===== src/rtl/wshb_pkg.sv =====
// Shared definitions for the Wishbone arbiter slice.
// Provides the arbiter state encoding and default bus widths.
package wshb_pkg;

  typedef enum logic [1:0] {
    IDLE = 2'd0,
    G0   = 2'd1,
    G1   = 2'd2
  } arb_state_t;

  localparam int DEF_AW = 32;
  localparam int DEF_DW = 32;

endpackage


===== src/rtl/wshb_arbiter.sv =====
// Two-master / one-slave pipelined Wishbone arbiter.
// Master 0 is the VGA frame-buffer reader, master 1 the test-pattern writer;
// both share the SDRAM controller port. A grant lasts for the whole bus
// cycle and is never preempted. Outstanding transfers are tracked and
// protocol violations raise a sticky flag.
//
// Build option: define WSHB_ARB_RR_EN for round-robin arbitration on a
// simultaneous request from IDLE; otherwise master 0 has fixed priority.
//
// Ports:
//   clk, rst_n            clock, synchronous active-low reset
//   m{0,1}_cyc/stb/we     master request
//   m{0,1}_adr/dat_w/sel  master address, write data, byte select
//   m{0,1}_ack/stall      master response (routed from the slave)
//   m{0,1}_dat_r          read data (broadcast from the slave)
//   s_*                   slave-side bus
//   grant                 one-hot current owner, 00 when idle
//   proto_err             sticky protocol-violation flag
//
// state | meaning
// IDLE  | no owner, slave sees cyc = stb = 0
// G0    | master 0 owns the bus
// G1    | master 1 owns the bus
module wshb_arbiter
  import wshb_pkg::*;
#(
  parameter int AW    = DEF_AW,
  parameter int DW    = DEF_DW,
  parameter int OUT_W = 4
) (
  input  logic            clk,
  input  logic            rst_n,
  input  logic            m0_cyc,
  input  logic            m0_stb,
  input  logic            m0_we,
  input  logic [AW-1:0]   m0_adr,
  input  logic [DW-1:0]   m0_dat_w,
  input  logic [DW/8-1:0] m0_sel,
  output logic            m0_ack,
  output logic            m0_stall,
  output logic [DW-1:0]   m0_dat_r,
  input  logic            m1_cyc,
  input  logic            m1_stb,
  input  logic            m1_we,
  input  logic [AW-1:0]   m1_adr,
  input  logic [DW-1:0]   m1_dat_w,
  input  logic [DW/8-1:0] m1_sel,
  output logic            m1_ack,
  output logic            m1_stall,
  output logic [DW-1:0]   m1_dat_r,
  output logic            s_cyc,
  output logic            s_stb,
  output logic            s_we,
  output logic [AW-1:0]   s_adr,
  output logic [DW-1:0]   s_dat_w,
  output logic [DW/8-1:0] s_sel,
  input  logic            s_ack,
  input  logic            s_stall,
  input  logic [DW-1:0]   s_dat_r,
  output logic [1:0]      grant,
  output logic            proto_err
);

  arb_state_t       state_q, state_d;
  logic             last_q, last_d;
  logic [OUT_W-1:0] out_cnt_q, out_cnt_d;
  logic             proto_err_q, proto_err_d;

  logic inc, dec, owner_drop;

  always_comb begin
    state_d     = state_q;
    last_d      = last_q;
    out_cnt_d   = out_cnt_q;
    proto_err_d = proto_err_q;

    case (state_q)
      IDLE: begin
        if (m0_cyc && m1_cyc) begin
`ifdef WSHB_ARB_RR_EN
          state_d = last_q ? G0 : G1;
`else
          state_d = G0;
`endif
        end else if (m0_cyc) begin
          state_d = G0;
        end else if (m1_cyc) begin
          state_d = G1;
        end
      end
      G0:      if (!m0_cyc) state_d = m1_cyc ? G1 : IDLE;
      G1:      if (!m1_cyc) state_d = m0_cyc ? G0 : IDLE;
      default: state_d = IDLE;
    endcase

    if (state_d == G0 && state_q != G0) last_d = 1'b0;
    if (state_d == G1 && state_q != G1) last_d = 1'b1;

    inc        = s_stb & ~s_stall;
    dec        = s_ack;
    owner_drop = (state_q == G0 && !m0_cyc) || (state_q == G1 && !m1_cyc);

    // A new owner starts with a clean count; stale acks belong to the old one.
    if (state_d != state_q) begin
      out_cnt_d = '0;
    end else if (inc && !dec) begin
      out_cnt_d = out_cnt_q + OUT_W'(1);
    end else if (dec && !inc && out_cnt_q != '0) begin
      out_cnt_d = out_cnt_q - OUT_W'(1);
    end

    if (s_ack && out_cnt_q == '0)          proto_err_d = 1'b1;
    if (inc && !dec && (&out_cnt_q))       proto_err_d = 1'b1;
    if (owner_drop && out_cnt_q != '0)     proto_err_d = 1'b1;
  end

  always_ff @(posedge clk) begin
    if (!rst_n) begin
      state_q     <= IDLE;
      last_q      <= 1'b1;
      out_cnt_q   <= '0;
      proto_err_q <= 1'b0;
    end else begin
      state_q     <= state_d;
      last_q      <= last_d;
      out_cnt_q   <= out_cnt_d;
      proto_err_q <= proto_err_d;
    end
  end

  // Routing is purely combinational from the registered state so acks and
  // data pass through with no added latency.
  always_comb begin
    s_cyc    = 1'b0;
    s_stb    = 1'b0;
    s_we     = 1'b0;
    s_adr    = '0;
    s_dat_w  = '0;
    s_sel    = '0;
    m0_ack   = 1'b0;
    m0_stall = 1'b1;
    m1_ack   = 1'b0;
    m1_stall = 1'b1;
    case (state_q)
      G0: begin
        s_cyc    = m0_cyc;
        s_stb    = m0_stb;
        s_we     = m0_we;
        s_adr    = m0_adr;
        s_dat_w  = m0_dat_w;
        s_sel    = m0_sel;
        m0_ack   = s_ack;
        m0_stall = s_stall;
      end
      G1: begin
        s_cyc    = m1_cyc;
        s_stb    = m1_stb;
        s_we     = m1_we;
        s_adr    = m1_adr;
        s_dat_w  = m1_dat_w;
        s_sel    = m1_sel;
        m1_ack   = s_ack;
        m1_stall = s_stall;
      end
      default: ;
    endcase
  end

  assign m0_dat_r  = s_dat_r;
  assign m1_dat_r  = s_dat_r;
  assign grant     = {state_q == G1, state_q == G0};
  assign proto_err = proto_err_q;

endmodule


===== config.mk =====
export PLATFORM = sky130hd
export DESIGN_NAME = wshb_arbiter
export DESIGN_NICKNAME = d
export VERILOG_FILES = /design/src/rtl/wshb_pkg.sv /design/src/rtl/wshb_arbiter.sv
export SDC_FILE = /design/constraint.sdc
export NUM_CORES = 1
export LEC_CHECK = 0
export BUFFER_PORTS_ARGS = -buffer_cell sky130_fd_sc_hd__buf_2
export CAP_MARGIN = 0
export CORE_AREA = 10 10 116 118
export CTS_BUF_LIST = sky130_fd_sc_hd__clkbuf_2
export DETAILED_ROUTE_END_ITERATION = 6
export DIE_AREA = 0 0 126 128
export PLACE_DENSITY_LB_ADDON = 0.08
export SYNTH_ARGS = -nofsm -noshare
export SYNTH_HDL_FRONTEND = slang
export SYNTH_SLANG_ARGS = --single-unit
export TNS_END_PERCENT = 1

===== constraint.sdc =====
create_clock -name clk -period 3.45 [get_ports clk]
set_input_delay 0.5175 -clock clk [delete_from_list [all_inputs] [get_ports clk]]
set_output_delay 0.5175 -clock clk [all_outputs]
set_load 0.005 [all_outputs]

==> impl_metrics.ini, run 1 <==
[sta]
max_slew_margin_pct = 44.8
rsz0062_at_grt = no
drv_slew = 0
fin_worst_skew_ps = 3.71
fin_ws_ps = 649
timing.fmax_ghz = 0.357
setup_viol = 0
final.period_utilization_pct = 81.2
tightestPinTransition_ps = 829
period_minus_slack_ps = 2800
fin_tns_setup_ps = 0
hold_violations = 0

[placed_design]
place.gp.congestion = 0.769
port_buffers = 223
hpwl_mm = 9.04
dp_slack_ps = 659

[synth]
synthesis.nets = 492
synth_top_area_share_pct = 26.3
synth_top_family_by_area = compound AO/OA/AOI/OAI gates
synth_compound_area_share_pct = 34.3
synth-xor-area-share_pct = 1.28
ys_types = 38
synthSimpleGateAreaFrac_pct = 20.5
synth_area_leaders = a22oi_1 26%, buf_4 23%, nor2_1 14%
synth-seq-area-share_pct = 6.83
synth_fa_ha_area_share_pct = 5.24
ys_ff_latch = 7
muxShareOfSynthArea_pct = 2.62
synth_area_um2 = 2050
avgSynthCellArea_um2 = 6.71
ys_warn_count = 0
synth_top_area_cell = a22oi_1
postSynthCellCount = 306

[clocking]
cts_buffers = 3
clk_pin_slew_worst_paths_ps = 90
cts.sinks = 7
clk_path_buf_depth = 2
clk_latency_ps = 230
postCtsSetupRepairBufs = 0
cts-root-buf = clkbuf_2
hold_buffers = 0
h-tree-depth = 1
cts-resized-gates = 0
cts_tree = built

[floorplanning]
die_x_um = 126
start_util_pct = 18.3
design.die.area_um2 = 16100
fp.coreArea_um2 = 11200
ioPinCount = 320
placementRows = 39
die_h_um = 128

[global_route]
grt_pass1_wl_mm = 16.2
antenna_found_initial = 0
grt_max_degree = 79
grt_usage_pct = 12.1
grt_overflow = 0
grt_pass1_vias = 2641

[drt]
ant_nets = 0
drc_errors = 0
num_vias = 2700
wl_mm = 11.1
drtIter0Drc = 181
vias_per_cell = 4.56
detail_route.wl_per_cell_um = 18.7
dr.pass1.iters = 5

[cells_and_area]
drive_gt1_share_pct = 53.5
mostFrequentLayoutCell = buf_2
n_antenna_cell = 0
area.growth.synth_to_final_pct = 37.8
nets = 636
multiInputGateArea_um2 = 1320
fillers = 1327
seqCellArea_um2 = 140
layout_common_cells = 223 x buf_2, 74 x nor2_1, 72 x a22oi_1

[critical_path]
end_kind = flip-flop
start_kind = flip-flop
crit_required_ps = 3560
cp_data_arrival_time_ps = 2910
critPathMaxFanout = 11
path_cells = inv_1 -> ha_1 -> inv_2 -> nor4_4 -> inv_1 -> ha_1 -> a21o_1 -> a21oi_1 -> mux2i_4 -> xor2_1 -> a21oi_1
slowest_delay_ps = 550
cp_slowest_cell = dfxtp_1
regToRegSetupSlack_ps = 650
criticalPathCategory = reg2reg

[status]
status = finished, final reports clean

[pwr]
p_leak_nw = 1.51
power_density_nw_per_um2 = 207
total_power_uw = 585
peakVddDrop_mv = 0.206

[job]
maxCapViolCount = 0

[min_path]
hp-class = reg2reg
==> logic make-up after synthesis <==
kind of cell	count (synthesis)
AO/OA/AOI/OAI	96
buffers and inverters	95
AND/OR/NAND/NOR	93
adder cells (fa/ha/maj)	8
flip-flops	7
multiplexers	4
XOR/XNOR	3
==> critical path, delay by kind of cell, from the launching register on <==
family                   cells  cell delay, ps
adder cells (fa/ha/maj)      2             600
flip-flops                   1             550
AO/OA/AOI/OAI                3             490
buffers and inverters        3             320
multiplexers                 1             280
AND/OR/NAND/NOR              1             270
XOR/XNOR                     1             150
==> flip-flops by register name (all words and copies together) (netlist names) <==
signal / count
proto_err: 1
state_q: 2
out_cnt_q: 4
==> metrics by stage <==
stage	area (um2)	hold WS, ps	std cells	util, %
global placement	2810	467	588	25.0
detailed placement	2810	468	588	25.0
CTS	2830	498	592	25.2
global route	2830	526	592	25.2
finish	2830	489	592	25.2
floorplan	2050	476	306	-
==> routing by layer <==
metal / wire length, um / vias to the layer above / global-route usage [%]
li1: - / 1306 / -
met1: 3790 / 1218 / 12.3
met2: 6090 / 164 / 23.3
met3: 1130 / 12 / 4.43
met4: 76 / 0 / 1.88
met5: 0 / - / 0
==> power breakdown <==
group	internal [mW]	total [mW]	switching (mW)	leakage, nW
logic	0.180	0.427	0.247	1.43
registers	0.0852	0.0921	0.00688	0.0571
clock network	0.0308	0.0660	0.0351	0.0166
==> area by class of cell <==
| class | count | area share, % |
|---|---|---|
| Inverter | 7 | 0.929 |
| Tap cell | 143 | 6.33 |
| Clock buffer | 4 | 0.708 |
| Timing Repair Buffer | 227 | 40.5 |
| Multi-Input combinational cell | 204 | 46.5 |
| Sequential cell | 7 | 4.96 |
==> worst paths after layout <==
check	start	to	cells after the start
worst max-delay path	state_q[1]$_SDFF_PN0_	out_cnt_q[3]$_SDFFE_PP0P_	11
worst min register to register	proto_err$_SDFFE_PN0P_	proto_err$_SDFFE_PN0P_	1
worst min-delay path	proto_err$_SDFFE_PN0P_	proto_err$_SDFFE_PN0P_	1
worst max register to register	state_q[1]$_SDFF_PN0_	out_cnt_q[3]$_SDFFE_PP0P_	11
==> synthesized netlist by cell type <==
master / n
and4b_1: 1
a32oi_1: 1
a222oi_1: 1
inv_2: 1
o21ai_0: 4
mux2_2: 1
nor2_8: 1
mux2i_1: 2
o22ai_1: 1
buf_2: 2
fa_1: 1
nor2_1: 74
nor4_4: 1
o311a_4: 1
clkbuf_1: 16
nand2b_1: 3
or4_4: 1
buf_1: 5
o211a_1: 1
xor2_1: 3
inv_1: 6
nand2_1: 6
a31oi_1: 1
nor3b_1: 1
a21oi_1: 10
clkbuf_2: 1
mux2i_4: 1
buf_4: 64
ha_1: 7
o21ai_1: 1
and2_1: 3
a22oi_1: 72
nor2b_1: 1
a21o_1: 1
a311oi_1: 1
o31a_1: 1
dfxtp_1: 7
nand4_1: 1
Power figures use the tool's default switching activity.
==> run 2: changes to the inputs <==
clock period = 2.9 ns   (was 3.45 ns; I/O delays follow)
==> impl_metrics.ini, run 2 (synthesis results as in run 1) <==
[drt]
drtIter0Drc = 123
vias_per_cell = 4.54
ant_nets = 0
dr.pass1.iters = 4
drc_errors = 0
detail_route.wl_per_cell_um = 18.5
wl_mm = 11.0
num_vias = 2698

[global_route]
antenna_found_initial = 0
grt_usage_pct = 12.1
grt_pass1_wl_mm = 16.2
grt_overflow = 0
grt_pass1_vias = 2683
grt_max_degree = 79

[cells_and_area]
seqCellArea_um2 = 140
regMostFlops = out_cnt_q
n_antenna_cell = 0
fin_cells = 594
fillers = 1314
multiInputGateArea_um2 = 1320
area.growth.synth_to_final_pct = 38.5
largest_register_ffs = 4
final_cell_area_um2 = 2840
nets = 638
layout_common_cells = 223 x buf_2, 74 x nor2_1, 72 x a22oi_1
drive_gt1_share_pct = 53.7
mostFrequentLayoutCell = buf_2

[job]
maxCapViolCount = 0

[min_path]
worstHoldStart = rst_n
min_to = proto_err$_SDFFE_PN0P_
hp-class = in2reg
min_path_cells = 2

[critical_path]
cp_slowest_cell = dfxtp_1
critPathTopFamily = adder cells
cp_data_arrival_time_ps = 2780
critPathMaxFanout = 6
start_kind = flip-flop
path_cells = inv_1 -> ha_1 -> inv_2 -> nor4_4 -> inv_1 -> ha_1 -> a21o_1 -> a21oi_1 -> mux2i_4 -> xor2_1 -> a21oi_1
criticalPathCategory = reg2reg
worst-path-buf-inv = 3
r2r_start = state_q[0]$_SDFF_PN0_
end_kind = flip-flop
slowest_delay_ps = 420
reg2reg_to = out_cnt_q[3]$_SDFFE_PP0P_
reg2reg_depth = 11
crit_required_ps = 3020
regToRegSetupSlack_ps = 240

[placed_design]
dp.cells = 590
hpwl_mm = 9.04
placed_cell_area_um2 = 2820
port_buffers = 223
place.gp.congestion = 0.785

[pwr]
internal-power_uw = 356
p_sw_uw = 344
p_leak_nw = 1.52
switching_share_pct = 49.1
power_density_nw_per_um2 = 246
power_frac_seq_pct = 15.2
clock_power_share_pct = 11.4
total_power_uw = 699
power_frac_comb_pct = 73.4
peakVddDrop_mv = 0.250

[floorplanning]
fp.coreArea_um2 = 11200
die_x_um = 126
die_h_um = 128
start_util_pct = 18.3
ioPinCount = 320
placementRows = 39
design.die.area_um2 = 16100

[clocking]
cts_buffers = 3
cts.sinks = 7
cts-root-buf = clkbuf_2
h-tree-depth = 1
clk_path_buf_depth = 2
postCtsSetupRepairBufs = 0
clk_pin_slew_worst_paths_ps = 90
clk_latency_ps = 230
hold_buffers = 0
cts-resized-gates = 0
cts_tree = built

[sta]
fin_tns_setup_ps = 0
hold_violations = 0
timing.fmax_ghz = 0.376
fin_worst_skew_ps = 1.57
period_minus_slack_ps = 2660
final.period_utilization_pct = 91.8
rsz0062_at_grt = no
max_slew_margin_pct = 44.8
tightestPinTransition_ps = 828
setup_viol = 0
drv_slew = 0

[status]
status = finished, final reports clean
## run 2: per-layer routing
layer	part of all wire [%]	global-route usage (%)	vias to the layer above	routed length (um)
met1	34	12.5	1198	3750
met4	1.1	2.21	0	123
met5	0	0	-	0
met2	55	23.1	171	6010
li1	-	-	1317	-
met3	10	4.34	12	1120
## run 2: how the worst max path moves through the flow
| stage | start | endpoint | cells after the start |
|---|---|---|---|
| final | state_q[0]$_SDFF_PN0_ | out_cnt_q[3]$_SDFFE_PP0P_ | 11 |
| after global routing | state_q[0]$_SDFF_PN0_ | out_cnt_q[3]$_SDFFE_PP0P_ | 11 |
| after CTS | state_q[0]$_SDFF_PN0_ | out_cnt_q[3]$_SDFFE_PP0P_ | 11 |
| after detailed placement | state_q[0]$_SDFF_PN0_ | out_cnt_q[3]$_SDFFE_PP0P_ | 11 |
| after global placement | state_q[0]$_SDFF_PN0_ | out_cnt_q[3]$_SDFFE_PP0P_ | 11 |
| after floorplan | state_q[1]$_SDFF_PN0_ | out_cnt_q[3]$_SDFFE_PP0P_ | 11 |
## run 2: power groups by stage
stage	clock network [mW]	registers, mW	logic (mW)
final	0.0798	0.106	0.513
after global routing	0.0880	0.107	0.579
after floorplan	0	0.110	0.355
after global placement	0	0.108	0.527
after detailed placement	0	0.108	0.525
after CTS	0.0823	0.106	0.527
## run 2: per-stage QoR
step | utilization [%] | setup WS (ps) | hold slack [ps]
6_report | 25.3 | 239 | 465
2_1_floorplan | - | 27.8 | 476
3_5_place_dp | 25.2 | 242 | 463
3_3_place_gp | 25.2 | 236 | 466
5_1_grt | 25.3 | 31.9 | 457
4_1_cts | 25.3 | 231 | 456
## run 2: final cells by class
| class | count | area share (%) |
|---|---|---|
| Inverter | 7 | 0.924 |
| Timing Repair Buffer | 229 | 40.8 |
| Tap cell | 143 | 6.29 |
| Sequential cell | 7 | 4.93 |
| Clock buffer | 4 | 0.704 |
| Multi-Input combinational cell | 204 | 46.3 |
